[src/rtl/fetch_unit.sv]
// rtl/fetch_unit.sv - instruction fetch stage: PC, imem requests, instruction queue; optional trap macro FETCH_MISALIGN_TRAP_EN
module fetch_unit #(
   parameter logic [31:0] RESET_PC    = 32'hBFC0_0000,
   parameter int          QUEUE_DEPTH = 2
) (
   input  logic        clk,
   input  logic        rst_n,
   output logic        imem_rd_en,
   output logic [31:0] imem_addr,
   input  logic [31:0] imem_rdata,
   output logic        instr_valid,
   output logic [31:0] instr,
   output logic [31:0] instr_pc,
   input  logic        instr_ready,
   input  logic        redirect,
   input  logic [31:0] redirect_pc,
   output logic        fetch_fault
);

   localparam int            PW      = (QUEUE_DEPTH > 2) ? 2 : 1;
   localparam int            CW      = PW + 1;
   localparam logic [31:0]   NOP     = 32'h0000_0013;
   localparam logic [CW-1:0] DEPTH_C = CW'(QUEUE_DEPTH);

   logic [31:0]   pc_q, pc_d;
   logic [31:0]   resp_pc_q, resp_pc_d;
   logic          inflight_q, inflight_d;
   logic          discard_q, discard_d;
   logic [PW-1:0] rd_ptr_q, rd_ptr_d;
   logic [PW-1:0] wr_ptr_q, wr_ptr_d;
   logic [CW-1:0] count_q, count_d;
   logic [31:0]   last_pc_q, last_pc_d;
   logic [31:0]   word_q [QUEUE_DEPTH];
   logic [31:0]   wpc_q  [QUEUE_DEPTH];

   logic          pop;
   logic          push;
   logic          issue;
   logic          halt;
   logic [CW-1:0] occ;
   logic [31:0]   target;

`ifdef FETCH_MISALIGN_TRAP_EN
   logic fault_q, fault_d;
   assign halt        = fault_q;
   assign fetch_fault = fault_q;
`else
   assign halt        = 1'b0;
   assign fetch_fault = 1'b0;
`endif

   assign imem_addr  = pc_q;
   assign imem_rd_en = issue;

   // Queue head presentation; an empty queue shows a NOP and the last head PC
   always_comb begin
      instr_valid = (count_q != '0);
      instr       = NOP;
      instr_pc    = last_pc_q;
      if (count_q != '0) begin
         instr    = word_q[rd_ptr_q];
         instr_pc = wpc_q[rd_ptr_q];
      end
   end

   // Issue decision, response push, queue pointers and PC next state
   always_comb begin
      pop        = instr_valid & instr_ready;
      push       = inflight_q & ~discard_q & ~redirect;
      // occupancy after this edge; the issue reserves one slot for its response
      occ        = count_q + CW'(inflight_q) - CW'(pop);
      issue      = rst_n & ~redirect & ~halt & (occ < DEPTH_C);

      pc_d       = pc_q;
      resp_pc_d  = resp_pc_q;
      inflight_d = issue;
      discard_d  = redirect & inflight_q;
      rd_ptr_d   = rd_ptr_q;
      wr_ptr_d   = wr_ptr_q;
      count_d    = count_q;
      last_pc_d  = instr_pc;
      target     = redirect_pc & 32'hFFFF_FFFC;
`ifdef FETCH_MISALIGN_TRAP_EN
      fault_d    = fault_q;
      if (redirect) begin
         if (redirect_pc[1:0] != 2'b00) begin
            fault_d = 1'b1;
            target  = redirect_pc;
         end else begin
            fault_d = 1'b0;
         end
      end
`endif

      if (redirect) begin
         rd_ptr_d = '0;
         wr_ptr_d = '0;
         count_d  = '0;
      end else begin
         if (pop) begin
            rd_ptr_d = rd_ptr_q + PW'(1);
         end
         if (push) begin
            wr_ptr_d = wr_ptr_q + PW'(1);
         end
         count_d = count_q + CW'(push) - CW'(pop);
      end

      if (redirect) begin
         pc_d = target;
      end else if (issue) begin
         pc_d      = pc_q + 32'd4;
         resp_pc_d = pc_q;
      end
   end

   // Control state registers with synchronous active-low reset
   always_ff @(posedge clk) begin
      if (!rst_n) begin
         pc_q       <= RESET_PC;
         resp_pc_q  <= RESET_PC;
         inflight_q <= 1'b0;
         discard_q  <= 1'b0;
         rd_ptr_q   <= '0;
         wr_ptr_q   <= '0;
         count_q    <= '0;
         last_pc_q  <= RESET_PC;
`ifdef FETCH_MISALIGN_TRAP_EN
         fault_q    <= 1'b0;
`endif
      end else begin
         pc_q       <= pc_d;
         resp_pc_q  <= resp_pc_d;
         inflight_q <= inflight_d;
         discard_q  <= discard_d;
         rd_ptr_q   <= rd_ptr_d;
         wr_ptr_q   <= wr_ptr_d;
         count_q    <= count_d;
         last_pc_q  <= last_pc_d;
`ifdef FETCH_MISALIGN_TRAP_EN
         fault_q    <= fault_d;
`endif
      end
   end

   // Queue storage; entries beyond count are never observed so no reset is needed
   always_ff @(posedge clk) begin
      if (push) begin
         word_q[wr_ptr_q] <= imem_rdata;
         wpc_q[wr_ptr_q]  <= resp_pc_q;
      end
   end

   // The issue rule must make a push into a full queue impossible
   always_ff @(posedge clk) begin
      if (rst_n && push && !pop) begin
         assert (count_q < DEPTH_C);
      end
   end

endmodule

[config.mk]
export PLATFORM = sky130hd
export DESIGN_NAME = fetch_unit
export DESIGN_NICKNAME = d
export VERILOG_FILES = /design/src/rtl/fetch_unit.sv
export SDC_FILE = /design/constraint.sdc
export NUM_CORES = 1
export LEC_CHECK = 0
export BUFFER_PORTS_ARGS = -buffer_cell sky130_fd_sc_hd__buf_2
export CORE_UTILIZATION = 55
export CTS_BUF_LIST = sky130_fd_sc_hd__clkbuf_4 sky130_fd_sc_hd__clkbuf_8
export CTS_CLUSTER_SIZE = 30
export DETAILED_ROUTE_END_ITERATION = 7
export PLACE_DENSITY = 0.79
export SYNTH_ARGS = -nofsm -noshare
export SYNTH_HDL_FRONTEND = slang
export SYNTH_SLANG_ARGS = --single-unit
[constraint.sdc]
create_clock -name clk -period 6.1 [get_ports clk]
set_input_delay 0.305 -clock clk [delete_from_list [all_inputs] [get_ports clk]]
set_output_delay 0.305 -clock clk [all_outputs]
set_load 0.05 [all_outputs]
**After elaboration in Yosys (flattened, before gate mapping)**

Memory sizes are Yosys's and may differ from the RTL's. A register that Yosys moved wholly into a read port is not among the register bits.
Index checks and enable logic that the tools add are counted.

- Div/mod/pow operators: 0
- Add/subtract/negate cells: 7
- Shift-type cells: 0
- Multipliers: 0
- Bitwise operators: 9
- Muxes and demuxes: 10
- Order comparisons: 1
- Eq/ne operators: 0
- Reductions and logical operators: 4

Operator list:

| cell | count |
|---|---|
| 32-bit 2-to-1 mux | 4 |
| 32-bit by 3-bit adder with 32-bit output, second input constant | 1 |
| 1-bit AND | 6 |
| 1-bit 2-to-1 mux | 6 |
| 2-bit by 1-bit adder with 2-bit output | 2 |
| 2-bit nonzero test | 2 |
| 2-bit by 1-bit subtractor with 2-bit output | 2 |
| 1-bit inverter | 3 |
| 1-bit adder, second input constant | 2 |
| 2-bit < comparator, second input constant | 1 |
| 2-bit AND reduction | 1 |
| 2-bit OR reduction | 1 |

- Memories kept: 2
- Memory bits (read-only): 0
- Input port bits: 68
- Output and inout bits: 99
- Bits in latches: 0
- Memory bits (writable): 128
- Bits in registers: 102
- Logic and storage cells: 42

Memory list:

| name | depth | width | read ports | clocked after Yosys merged registers in | wr ports | line | text |
|---|---|---|---|---|---|---|---|
| word_q | 2 | 32 | 1 | 1 | 1 | 33 | `logic [31:0] word_q [QUEUE_DEPTH];` |
| wpc_q | 2 | 32 | 1 | 1 | 1 | 34 | `logic [31:0] wpc_q [QUEUE_DEPTH];` |

**Longest topological paths before layout**

Gate-level depths: netlist (run 1).

- Depth in word-level cells: 7
- Gate-level depth with buffers: 9
- Gate-level depth less buffers: 8

**Worst setup path before layout (run 1)**

OpenSTA, ideal clock, no wires.

- Path type: input to register
- From: input port redirect
- To: memory word_q[0][0], enable pin
- Library setup time: 490 ps
- Path buffers: 1
- Arrival: 3799 ps
- Slack: 1812 ps
- Cell stages on the path: 3
- Path through: clkbuf_1 -> nor3b_1 -> nor2b_1

- Longest elaborated chain between the ends: 4

Ends and longest elaborated chain:

| what | line | text |
|---|---|---|
| start, declared | 15 | `input logic redirect,` |
| 1-bit inverter | 69 | `push = inflight_q & ~discard_q & ~redirect;` |
| 1-bit AND | 69 |  |
| 1-bit 2-to-1 mux | 148 | `if (push) begin` |
| 1-bit 2-to-1 mux (implied by the code) | 149 | `word_q[wr_ptr_q] <= imem_rdata;` |
| end, declared | 33 |  |

Every way passes these cells.

**Final worst setup path (run 1)**

- From: register count_q[0]
- To: output port imem_rd_en

- Longest elaborated chain between the ends: 5
- Elaborated cells between the ends (all ways): 6
- Classes of those cells: add/sub (2); order compare (1); bitwise (2); reduce/logical (1)

Ends and longest elaborated chain:

| what | line | text |
|---|---|---|
| start, declared | 31 | `logic [CW-1:0] count_q, count_d;` |
| start signal, assigned | 138 | `count_q <= count_d;` |
| branches (longest 2 deep; another with 2-bit by 1-bit adder with 2-bit output) | -- |  |
| 2-bit by 1-bit subtractor with 2-bit output * | 71 | `occ = count_q + CW'(inflight_q) - CW'(pop);` |
| 2-bit < comparator * | 72 | `issue = rst_n & ~redirect & ~halt & (occ < DEPTH_C);` |
| 1-bit AND * | 72 |  |
| end, declared | 8 | `output logic imem_rd_en,` |

Every way passes the cells marked *.

==> impl_metrics.prom, run 1 <==
# TYPE chip_impl_metric gauge
chip_impl_metric{name="post_synth.cell_area_avg",unit="sq um"} 11.69
chip_impl_metric{name="floorplan.initialDensity",unit="%"} 55.99
chip_impl_metric{name="fp-row-count",unit=""} 46
chip_impl_info{name="cell_chain_critical_path",value="nand2b_1 -> a21oi_2 -> o21ai_2 -> inv_1 -> buf_4 -> buf_2"} 1
chip_impl_info{name="commonest_cells_after_routing_fill_and_taps_aside",value="sky130_fd_sc_hd__buf_2, sky130_fd_sc_hd__edfxtp_1, sky130_fd_sc_hd__nand2_1"} 1
chip_impl_metric{name="dp.final_hpwl",unit="microns"} 11360
chip_impl_metric{name="antenna_violations_before_repair",unit=""} 0
chip_impl_metric{name="die-height",unit="microns"} 128.9
chip_impl_metric{name="grt_first_pass_wirelength",unit="microns"} 30150
chip_impl_metric{name="detailedRoute.firstPassIterationCount",unit=""} 4
chip_impl_metric{name="yosys.area_share.adder",unit="%"} 0.2824
chip_impl_metric{name="maximum_number_of_pins_on_one_net_before_global_route_repair",unit=""} 95
chip_impl_metric{name="synth_xor_xnor_area_share",unit="%"} 1.285
chip_impl_metric{name="routed_wire_length_per_instance",unit="microns"} 15.83
chip_impl_metric{name="synth_seq_cells",unit=""} 223
chip_impl_info{name="worst_setup_path_end_kind",value="output port"} 1
chip_impl_metric{name="post-route-worst-setup-slack",unit="ns"} 2.886
chip_impl_metric{name="fin_crit",unit="ns"} 3.214
chip_impl_metric{name="detail_route.iter0.violations",unit=""} 389
chip_impl_metric{name="cts_made_buffers",unit=""} 36
chip_impl_metric{name="worstPathMaxFanout",unit=""} 18
chip_impl_info{name="layout_commonest_cell",value="sky130_fd_sc_hd__buf_2"} 1
chip_impl_metric{name="chipWidth",unit="microns"} 128.9
chip_impl_metric{name="global_route_total_usage_across_every_layer",unit="%"} 23.21
chip_impl_metric{name="diodes",unit=""} 0
chip_impl_info{name="dominantRegCellSynth",value="sky130_fd_sc_hd__edfxtp_1"} 1
chip_impl_info{name="timing.critical_path.max_delay_family",value="buffers and inverters"} 1
chip_impl_metric{name="finalHoldViolations",unit=""} 0
chip_impl_metric{name="static-leakage-power",unit="nW"} 4.195
chip_impl_metric{name="fin_setup_tns",unit="ns"} 0
chip_impl_metric{name="vias",unit=""} 6476
chip_impl_metric{name="netlist_area",unit="sq um"} 8862
chip_impl_metric{name="yosys_warnings",unit=""} 0
chip_impl_metric{name="cts_num_sinks",unit=""} 223
chip_impl_metric{name="clock.fmax",unit="MHz"} 311.1
chip_impl_metric{name="power_density",unit="nW/um^2"} 303.6
chip_impl_metric{name="vdd_ir_drop_max",unit="mV"} 0.1676
chip_impl_metric{name="synth.mux.area_fraction",unit="%"} 7.003
chip_impl_metric{name="timing.final.setup_violations",unit=""} 0
chip_impl_metric{name="post_cts.repair.setup_buffers",unit=""} 0
chip_impl_info{name="run_status",value="complete, no violations"} 1
chip_impl_info{name="min-delay-path-class",value="in -> reg"} 1
chip_impl_metric{name="route.detailed.drc",unit=""} 0
chip_impl_metric{name="finClkSkew",unit="ns"} 0.03293
chip_impl_info{name="unrepaired_setup_endpoints_after_global_routing",value="false"} 1
chip_impl_metric{name="final_nets",unit=""} 1023
chip_impl_metric{name="number_of_library_cell_types_mapped_by_synthesis",unit=""} 58
chip_impl_metric{name="layout-drive-gt1-share",unit="%"} 26.61
chip_impl_metric{name="core_area",unit="sq um"} 15830
chip_impl_metric{name="max_stage_delay",unit="ns"} 0.68
chip_impl_metric{name="grt_pass1_vias",unit=""} 6202
chip_impl_metric{name="drt-vias-per-instance",unit=""} 5.410
chip_impl_metric{name="htree_num_levels",unit=""} 2
chip_impl_metric{name="compound_gate_fraction_of_synth_area",unit="%"} 9.262
chip_impl_info{name="clockRootBuffer",value="sky130_fd_sc_hd__clkbuf_8"} 1
chip_impl_metric{name="cts_buffer_depth",unit=""} 3
chip_impl_metric{name="cp_data_required_time",unit="ns"} 5.79
chip_impl_metric{name="overflow",unit=""} 0
chip_impl_metric{name="drt_wl_total",unit="microns"} 18950
chip_impl_metric{name="async_reset_ff_share",unit="%"} 0
chip_impl_metric{name="portion_of_the_post_synthesis_area_used_by_sequential_elements",unit="%"} 64.38
chip_impl_metric{name="slew_viol_final",unit=""} 0
chip_impl_metric{name="fin_util",unit="%"} 69.31
chip_impl_metric{name="synth-simple-area-share",unit="%"} 15.09
chip_impl_metric{name="tightestPinTransition",unit="ns"} 1.198
chip_impl_metric{name="synthesized_instance_count",unit=""} 758
chip_impl_info{name="path_class",value="reg -> out"} 1
chip_impl_metric{name="critPathArrivalTime",unit="ns"} 2.91
chip_impl_metric{name="worst_skew_pair.late_latency",unit="ns"} 0.53
chip_impl_info{name="cp-start-kind",value="flip-flop"} 1
chip_impl_metric{name="slew_headroom",unit="%"} 20.06
chip_impl_metric{name="path_buf_inv",unit=""} 3
chip_impl_metric{name="die-area",unit="sq um"} 16620
chip_impl_metric{name="synth_edf_count",unit=""} 124
chip_impl_info{name="crit_path_top_delay_cell",value="sky130_fd_sc_hd__a21oi_2"} 1
chip_impl_metric{name="port-buffer-count",unit=""} 161
chip_impl_info{name="clock_tree_from_tritoncts",value="built"} 1
chip_impl_metric{name="antenna_violating_nets_post_route",unit=""} 0
chip_impl_metric{name="layout_worst_path_cycle_share",unit="%"} 52.69
chip_impl_metric{name="max_cap_viol_count",unit=""} 0
chip_impl_info{name="synth_top_family_by_area",value="simple AND/OR/NAND/NOR gates"} 1
chip_impl_metric{name="flow.area_growth_from_synthesis",unit="%"} 23.79
chip_impl_metric{name="clkTransAtPathRegs",unit="ns"} 0.06
chip_impl_metric{name="worst_setup_slack_post_dpl",unit="ns"} 2.970
chip_impl_metric{name="io_pins",unit=""} 167
chip_impl_metric{name="place.gp.congestion",unit=""} 0.8445
state kept, by name (all words and copies together), names as in the netlist, named ones only:
name / cells
word_q: 64
imem_addr: 30
count_q: 2
wpc_q: 60
inflight_q: 1
last_pc_q: 32
rd_ptr_q: 1
wr_ptr_q: 1
discard_q: 1
resp_pc_q: 30
Yosys cell counts (3+ instances only):
master                      number  area (sq um)
sky130_fd_sc_hd__and2_1         25         156.4
sky130_fd_sc_hd__xor2_1          9         78.83
sky130_fd_sc_hd__buf_2          11         55.05
sky130_fd_sc_hd__o21ai_0        43         215.2
sky130_fd_sc_hd__or2_2          10         62.56
sky130_fd_sc_hd__o2111ai_1       7         61.31
sky130_fd_sc_hd__xnor2_1         4         35.03
sky130_fd_sc_hd__buf_4           3         22.52
sky130_fd_sc_hd__o21ai_1         3         15.01
sky130_fd_sc_hd__mux2i_1        62         620.6
sky130_fd_sc_hd__clkbuf_1       29         108.9
sky130_fd_sc_hd__or4_1           7         52.55
sky130_fd_sc_hd__nand3_1        17         85.08
sky130_fd_sc_hd__edfxtp_1      124          3724
sky130_fd_sc_hd__dfxtp_1        99          1982
sky130_fd_sc_hd__o211ai_1        9         67.56
sky130_fd_sc_hd__a31oi_1        11         68.82
sky130_fd_sc_hd__and3_1          5         31.28
sky130_fd_sc_hd__nor2_1         51         191.4
sky130_fd_sc_hd__nor4_4          3         63.81
sky130_fd_sc_hd__o311ai_0        4         35.03
sky130_fd_sc_hd__nor3_1          3         15.01
sky130_fd_sc_hd__nand4_1         5         31.28
sky130_fd_sc_hd__nor2b_1         3         18.77
sky130_fd_sc_hd__a21oi_1        33         165.2
sky130_fd_sc_hd__nand2_1       115         431.7
sky130_fd_sc_hd__inv_1           7         26.28
sky130_fd_sc_hd__a311oi_1        4         35.03
sky130_fd_sc_hd__buf_1           5         18.77
sky130_fd_sc_hd__or3_1           9         56.30
sky130_fd_sc_hd__nor4b_1         3         26.28
per-stage QoR:
stage	area (sq um)	power, mW	std cells	hold WS [ns]
after detailed placement	9824	1.965	1097	0.4415
after global routing	10970	3.462	1197	0.01636
after global placement	9824	1.959	1097	0.4320
after floorplan	8870	1.882	760	0.4039
after CTS	10970	3.364	1197	0.01017
final	10970	3.331	1197	0.03429
routing by layer:
layer	wire, microns	GRT usage [%]	up-vias
met2	8555	36.82	274
met1	8290	30.07	3039
met4	442	9.066	0
met3	1656	6.902	35
met5	0	0	-
li1	-	-	3128
final cells by class:
cell class	instances	area (sq um)
multi-input combinational	481	2949
sequential	223	5709
inverter	8	30.03
timing repair buffer	203	1206
clock inverter	12	118.9
tap	216	270.3
fill	1187	4857
clock buffer	54	686.9
power by group:
part | internal (mW) | total, mW | switching, mW
Combinational | 0.0864 | 0.294 | 0.208
Clock | 0.811 | 1.38 | 0.567
Sequential | 1.62 | 1.66 | 0.0351
Total | 2.52 | 3.33 | 0.809
kinds of logic after synthesis:
logic type	after synthesis
multiplexers	62
AO/OA/AOI/OAI	132
adder cells (fa/ha/maj)	2
XOR/XNOR	13
AND/OR/NAND/NOR	269
buffers and inverters	56
other	1
flip-flops	223
repair_timing:
item | CTS | global route
hold buffers | 34 | 0
endpoints found under the hold margin | 66 | 0
resized for setup | 0 | 0
worst paths after layout:
kind / start / end / slack [ns] / cells past startpoint
max: count_q[0] / imem_rd_en / 2.89 / 6
max reg2reg: count_q[1] / count_q[1] / 3.29 / 9
min: redirect_pc[26] / imem_addr[26] / 0.03 / 2
min reg2reg: resp_pc_q[23] / wpc_q[0][23] / 0.45 / 0
(Power assumes the default switching activity.)
==> run 2: changes to the inputs <==
Settings changed: CORE_UTILIZATION 55 to 52.
Clock period 6.1 ns to 2.58 ns, I/O delays scaled along.
==> run 2 against run 1 <==
Net effect:
- total power increased by 120%
- core utilization decreased by 1.3 points
- non-clock buffer count increased by 38
- flip-flop and latch count unchanged
- die area increased by 5.7%
==> impl_metrics.prom, run 2 (same netlist as run 1, synthesis figures left out) <==
# TYPE chip_impl_metric gauge
chip_impl_info{name="run_status",value="complete, no violations"} 1
chip_impl_metric{name="place.gp.congestion",unit=""} 0.8843
chip_impl_metric{name="comb_power_share",unit="%"} 10.1
chip_impl_metric{name="static-leakage-power",unit="nW"} 4.321
chip_impl_metric{name="tightest_hold_margin",unit="ns"} 0.06651
chip_impl_info{name="cell_chain_critical_path",value="nand4b_1 -> o21ai_4 -> o21ai_4 -> clkinvlp_4 -> buf_2"} 1
chip_impl_metric{name="pwr-share-clk",unit="%"} 37.6
chip_impl_info{name="worst_setup_path_end_kind",value="output port"} 1
chip_impl_metric{name="vdd_ir_drop_max",unit="mV"} 0.3233
chip_impl_metric{name="cts_num_sinks",unit=""} 223
chip_impl_metric{name="overflow",unit=""} 0
chip_impl_metric{name="detailedRoute.firstPassIterationCount",unit=""} 4
chip_impl_info{name="regMostFlops",value="word_q"} 1
chip_impl_info{name="crit_path_top_delay_cell",value="sky130_fd_sc_hd__dfxtp_1"} 1
chip_impl_metric{name="flow.area_growth_from_synthesis",unit="%"} 27.23
chip_impl_metric{name="clock.fmax",unit="MHz"} 425.5
chip_impl_info{name="path_class",value="reg -> out"} 1
chip_impl_metric{name="max_cap_viol_count",unit=""} 0
chip_impl_metric{name="r2r_setup_slack",unit="ns"} 0.42
chip_impl_metric{name="slew_headroom",unit="%"} 52.17
chip_impl_metric{name="path_buf_inv",unit=""} 2
chip_impl_metric{name="worst_skew_pair.late_latency",unit="ns"} 0.51
chip_impl_metric{name="fp-row-count",unit=""} 47
chip_impl_metric{name="tightestPinTransition",unit="ns"} 0.7166
chip_impl_metric{name="slew_viol_final",unit=""} 0
chip_impl_metric{name="seq_power_share",unit="%"} 52.3
chip_impl_metric{name="dp.final_hpwl",unit="microns"} 12130
chip_impl_metric{name="p_sw",unit="mW"} 1.857
chip_impl_info{name="clock_tree_from_tritoncts",value="built"} 1
chip_impl_metric{name="cts_buffer_depth",unit=""} 3
chip_impl_metric{name="route.detailed.drc",unit=""} 0
chip_impl_metric{name="die-height",unit="microns"} 132.6
chip_impl_metric{name="fin_setup_tns",unit="ns"} 0
chip_impl_info{name="timing.critical_path.max_delay_family",value="flip-flops"} 1
chip_impl_info{name="layout_commonest_cell",value="sky130_fd_sc_hd__buf_2"} 1
chip_impl_metric{name="core_area",unit="sq um"} 16580
chip_impl_metric{name="die-area",unit="sq um"} 17570
chip_impl_metric{name="detail_route.iter0.violations",unit=""} 364
chip_impl_metric{name="fin_crit",unit="ns"} 2.350
chip_impl_metric{name="post-route-worst-setup-slack",unit="ns"} 0.2300
chip_impl_metric{name="vias",unit=""} 6607
chip_impl_metric{name="layout_worst_path_cycle_share",unit="%"} 91.09
chip_impl_metric{name="chipWidth",unit="microns"} 132.6
chip_impl_metric{name="drt-vias-per-instance",unit=""} 5.350
chip_impl_info{name="cp_common_cell",value="sky130_fd_sc_hd__o21ai_4"} 1
chip_impl_metric{name="worstPathMaxFanout",unit=""} 18
chip_impl_metric{name="worst_setup_slack_post_dpl",unit="ns"} 0.3643
chip_impl_info{name="commonest_cells_after_routing_fill_and_taps_aside",value="sky130_fd_sc_hd__buf_2, sky130_fd_sc_hd__edfxtp_1, sky130_fd_sc_hd__nand2_1"} 1
chip_impl_metric{name="switching_share",unit="%"} 24.79
chip_impl_metric{name="port-buffer-count",unit=""} 161
chip_impl_metric{name="io_pins",unit=""} 167
chip_impl_metric{name="finClkSkew",unit="ns"} 0.01797
chip_impl_metric{name="antenna_violating_nets_post_route",unit=""} 0
chip_impl_metric{name="finalHoldViolations",unit=""} 0
chip_impl_metric{name="timing.final.setup_violations",unit=""} 0
chip_impl_metric{name="cts_made_buffers",unit=""} 35
chip_impl_metric{name="critPathArrivalTime",unit="ns"} 2.22
chip_impl_metric{name="power_density",unit="nW/um^2"} 664.2
chip_impl_info{name="clockRootBuffer",value="sky130_fd_sc_hd__clkbuf_8"} 1
chip_impl_metric{name="final_nets",unit=""} 1060
chip_impl_metric{name="largest_reg_flops",unit=""} 64
chip_impl_metric{name="clkTransAtPathRegs",unit="ns"} 0.06
chip_impl_metric{name="fin_util",unit="%"} 67.99
chip_impl_metric{name="grt_pass1_vias",unit=""} 6295
chip_impl_metric{name="antenna_violations_before_repair",unit=""} 0
chip_impl_metric{name="layout-drive-gt1-share",unit="%"} 26.21
chip_impl_info{name="cp-start-kind",value="flip-flop"} 1
chip_impl_metric{name="drt_wl_total",unit="microns"} 19690
chip_impl_metric{name="cp_data_required_time",unit="ns"} 2.45
chip_impl_info{name="unrepaired_setup_endpoints_after_global_routing",value="false"} 1
chip_impl_metric{name="maximum_number_of_pins_on_one_net_before_global_route_repair",unit=""} 94
chip_impl_metric{name="floorplan.initialDensity",unit="%"} 53.44
chip_impl_info{name="min-delay-path-class",value="in -> reg"} 1
chip_impl_metric{name="routed_wire_length_per_instance",unit="microns"} 15.94
chip_impl_metric{name="grt_first_pass_wirelength",unit="microns"} 31670
chip_impl_metric{name="global_route_total_usage_across_every_layer",unit="%"} 22.67
chip_impl_metric{name="diodes",unit=""} 0
chip_impl_metric{name="max_stage_delay",unit="ns"} 0.57
chip_impl_info{name="reg.largest.list",value="word_q: 64 flops, wpc_q: 60 flops, last_pc_q: 32 flops"} 1
chip_impl_metric{name="report.power.total",unit="mW"} 7.490
chip_impl_metric{name="design_internal_power",unit="mW"} 5.633
chip_impl_metric{name="htree_num_levels",unit=""} 2
## run 2: cell count changes in the layout (fill, tap and decap cells not counted), moves of 2 or more
cell | before | now
sky130_fd_sc_hd__o21ai_4 | 0 | 2
sky130_fd_sc_hd__buf_4 | 8 | 14
sky130_fd_sc_hd__bufinv_16 | 2 | 0
sky130_fd_sc_hd__o21ai_2 | 2 | 0
sky130_fd_sc_hd__clkinv_1 | 3 | 6
sky130_fd_sc_hd__clkbuf_8 | 45 | 38
sky130_fd_sc_hd__clkbuf_4 | 9 | 13
sky130_fd_sc_hd__buf_12 | 0 | 5
sky130_fd_sc_hd__dlygate4sd3_1 | 34 | 61
## run 2: routing by layer
| layer | vias up | track usage, % | wire, microns |
|---|---|---|---|
| li1 | 3211 | - | - |
| met1 | 3091 | 29.58 | 8650 |
| met5 | - | 0 | 0 |
| met4 | 0 | 7.918 | 465 |
| met3 | 46 | 5.441 | 1433 |
| met2 | 259 | 37.05 | 9143 |
## run 2: area by class of cell
type	count	area [sq um]
fillers	1223	5308
clock inverters	11	51.30
inverters	8	33.78
repair buffers	241	1622
well taps	220	275.3
clock buffers	51	620.6
flip-flops and latches	223	5709
multi-input cells	481	2964
## run 2: final timing paths
check,start,endpoint,depth (start not counted)
setup reg to reg,imem_addr[2],imem_addr[26],6
hold reg to reg,resp_pc_q[29],wpc_q[0][29],0
setup / recovery,count_q[1],imem_rd_en,5
hold / removal,redirect_pc[30],imem_addr[30],4
## run 2: through the flow
step / instance area (sq um) / instances
after floorplan: 8879 / 760
after global placement: 9967 / 1111
after detailed placement: 9967 / 1111
after CTS: 11270 / 1235
after global routing: 11280 / 1235
final: 11280 / 1235
## run 2: power groups by stage
stage                     logic, mW  registers (mW)  clock network [mW]
after CTS                     0.749            3.92                2.88
after floorplan               0.374            4.07                   0
after detailed placement      0.673            3.99                   0
after global placement        0.662            3.99                   0
final                         0.756            3.92                2.81
after global routing          0.810            3.93                3.05
## run 2: what timing repair did
item,CTS,global route
gates resized for setup,2,1
hold endpoints to repair,93,0
setup endpoints to repair,1,1
setup buffers,1,0
hold buffers,61,0
## run 2: tightest hold or removal path, cell delays in order
cell                      delay [ns]
sky130_fd_sc_hd__buf_2          0.07
sky130_fd_sc_hd__and2_1         0.11
sky130_fd_sc_hd__a31oi_1        0.05
sky130_fd_sc_hd__o22ai_1        0.15
==> run 3: changes to the inputs <==
Settings changed: RECOVER_POWER from default to 50.
Clock period 2.58 ns to 2.1 ns, I/O delays scaled along.
==> run 3 against run 2 <==
Net effect:
- final cell count up 2.2%
- via count grew 1.9%
- first-iteration DRC count increased by 4.4%
- flip-flop and latch count did not move
==> impl_metrics.prom, run 3 (same netlist as run 1, synthesis figures left out) <==
# TYPE chip_impl_metric gauge
chip_impl_info{name="run_status",value="complete, no violations"} 1
chip_impl_info{name="min-delay-path-class",value="in -> reg"} 1
chip_impl_metric{name="detail_route.iter0.violations",unit=""} 380
chip_impl_metric{name="vdd_ir_drop_max",unit="mV"} 0.4416
chip_impl_metric{name="cp_data_required_time",unit="ns"} 2.00
chip_impl_metric{name="core_area",unit="sq um"} 16580
chip_impl_metric{name="grt_first_pass_wirelength",unit="microns"} 32560
chip_impl_metric{name="place.gp.congestion",unit=""} 0.9112
chip_impl_metric{name="report.power.total",unit="mW"} 9.615
chip_impl_metric{name="largest_reg_flops",unit=""} 64
chip_impl_metric{name="max_cap_viol_count",unit=""} 0
chip_impl_metric{name="cts_made_buffers",unit=""} 37
chip_impl_metric{name="finClkSkew",unit="ns"} 0.02378
chip_impl_metric{name="clock.fmax",unit="MHz"} 494.3
chip_impl_metric{name="cp_num_cells",unit=""} 4
chip_impl_metric{name="maximum_number_of_pins_on_one_net_before_global_route_repair",unit=""} 94
chip_impl_info{name="reg.largest.list",value="word_q: 64 flops, wpc_q: 60 flops, last_pc_q: 32 flops"} 1
chip_impl_metric{name="slew_viol_final",unit=""} 0
chip_impl_metric{name="path_buf_inv",unit=""} 2
chip_impl_info{name="timing.critical_path.max_delay_family",value="buffers and inverters"} 1
chip_impl_metric{name="global_route_total_usage_across_every_layer",unit="%"} 23.45
chip_impl_metric{name="max_stage_delay",unit="ns"} 0.50
chip_impl_info{name="cell_chain_critical_path",value="buf_12 -> mux2i_1 -> o21ai_0 -> buf_2"} 1
chip_impl_metric{name="tightestPinTransition",unit="ns"} 0.6875
chip_impl_metric{name="dp.final_hpwl",unit="microns"} 12670
chip_impl_metric{name="die-area",unit="sq um"} 17570
chip_impl_info{name="regMostFlops",value="word_q"} 1
chip_impl_metric{name="antenna_violating_nets_post_route",unit=""} 0
chip_impl_info{name="commonest_cells_after_routing_fill_and_taps_aside",value="sky130_fd_sc_hd__edfxtp_1, sky130_fd_sc_hd__nand2_1, sky130_fd_sc_hd__buf_2"} 1
chip_impl_metric{name="htree_num_levels",unit=""} 2
chip_impl_metric{name="finalHoldViolations",unit=""} 0
chip_impl_info{name="cp-start-kind",value="flip-flop"} 1
chip_impl_metric{name="worstPathMaxFanout",unit=""} 30
chip_impl_metric{name="port-buffer-count",unit=""} 161
chip_impl_metric{name="timing.final.setup_violations",unit=""} 0
chip_impl_info{name="unrepaired_setup_endpoints_after_global_routing",value="false"} 1
chip_impl_info{name="path_class",value="reg -> out"} 1
chip_impl_metric{name="grt_pass1_vias",unit=""} 6451
chip_impl_metric{name="die-height",unit="microns"} 132.6
chip_impl_metric{name="cts_buffer_depth",unit=""} 3
chip_impl_metric{name="slew_headroom",unit="%"} 54.36
chip_impl_metric{name="vias",unit=""} 6733
chip_impl_metric{name="layout-drive-gt1-share",unit="%"} 23.99
chip_impl_metric{name="place_area",unit="sq um"} 10100
chip_impl_metric{name="chipWidth",unit="microns"} 132.6
chip_impl_metric{name="worstRegToRegCells",unit=""} 7
chip_impl_metric{name="flow.area_growth_from_synthesis",unit="%"} 29.58
chip_impl_metric{name="drt_wl_total",unit="microns"} 20630
chip_impl_metric{name="critPathArrivalTime",unit="ns"} 1.92
chip_impl_metric{name="final_nets",unit=""} 1084
chip_impl_info{name="layout_commonest_cell",value="sky130_fd_sc_hd__edfxtp_1"} 1
chip_impl_metric{name="fin_crit",unit="ns"} 2.023
chip_impl_metric{name="diodes",unit=""} 0
chip_impl_metric{name="io_pins",unit=""} 167
chip_impl_info{name="clockRootBuffer",value="sky130_fd_sc_hd__clkbuf_8"} 1
chip_impl_metric{name="cts_num_sinks",unit=""} 223
chip_impl_metric{name="worst_skew_pair.late_latency",unit="ns"} 0.52
chip_impl_metric{name="floorplan.initialDensity",unit="%"} 53.44
chip_impl_metric{name="static-leakage-power",unit="nW"} 4.311
chip_impl_info{name="crit_path_top_delay_cell",value="sky130_fd_sc_hd__dfxtp_4"} 1
chip_impl_metric{name="non_filler_cell_area_final",unit="sq um"} 11480
chip_impl_info{name="worst_setup_path_end_kind",value="output port"} 1
chip_impl_metric{name="routed_wire_length_per_instance",unit="microns"} 16.35
chip_impl_metric{name="fp-row-count",unit=""} 47
chip_impl_metric{name="route.detailed.drc",unit=""} 0
chip_impl_metric{name="overflow",unit=""} 0
chip_impl_metric{name="holdPathStages",unit=""} 3
chip_impl_metric{name="layout_worst_path_cycle_share",unit="%"} 96.33
chip_impl_metric{name="drt-vias-per-instance",unit=""} 5.335
chip_impl_metric{name="clkTransAtPathRegs",unit="ns"} 0.06
chip_impl_info{name="clock_tree_from_tritoncts",value="built"} 1
chip_impl_metric{name="detailedRoute.firstPassIterationCount",unit=""} 5
chip_impl_metric{name="antenna_violations_before_repair",unit=""} 0
chip_impl_metric{name="power_density",unit="nW/um^2"} 837.3
-- run 3: area by class of cell --
| type | instances | area [sq um] |
|---|---|---|
| clock inverters | 10 | 75.07 |
| clock buffers | 57 | 690.7 |
| fillers | 1215 | 5100 |
| multi-input cells | 481 | 2978 |
| well taps | 220 | 275.3 |
| inverters | 8 | 30.03 |
| flip-flops and latches | 223 | 5728 |
| repair buffers | 263 | 1707 |
-- run 3: what timing repair did --
action | 4_1_cts | 5_1_grt
endpoints found under the hold margin | 94 | 0
hold buffers | 62 | 0
setup buffers | 1 | 4
gates cloned | 0 | 1
gates resized for setup | 6 | 5
endpoints found under the setup margin | 15 | 28
pin swaps | 0 | 1
-- run 3: power by group --
part           switching, mW  internal (mW)
Combinational          0.646          0.308
Clock                   1.63           2.22
Sequential            0.0874           4.72
-- run 3: stage by stage --
step	worst slack (ns)	TNS [ns]	util (%)	instances	hold slack (ns)
2_1_floorplan	-0.07098	-0.3549	-	760	0.2039
4_1_cts	0.02123	0	69.50	1257	0.01839
3_3_place_gp	0.1844	0	60.90	1127	0.2929
3_5_place_dp	0.1186	0	60.90	1127	0.2969
5_1_grt	0.007169	0	69.25	1262	0.05336
6_report	0.07705	0	69.25	1262	0.03508
-- run 3: final timing paths --
path                   endpoint  slack (ns)     startpoint
setup / recovery   instr_pc[21]        0.08      flip-flop
hold / removal    imem_addr[25]        0.04       redirect
setup reg to reg  imem_addr[19]        0.13     count_q[0]
hold reg to reg    wpc_q[0][13]        0.45  resp_pc_q[13]
-- run 3: layer usage --
metal	up-vias	GRT usage (%)	share of wire [%]
met5	-	0	0
met4	0	8.557	2.3
met3	46	6.130	8.4
met2	293	39.24	48
met1	3130	29.32	41
li1	3264	-	-
-- run 3: worst reg2reg max path: cells and delay by family (launching register included) --
family                 cells  cell delay [ns]
AO/OA/AOI/OAI              3             0.61
AND/OR/NAND/NOR            2             0.64
flip-flops                 1             0.35
buffers and inverters      2             0.31
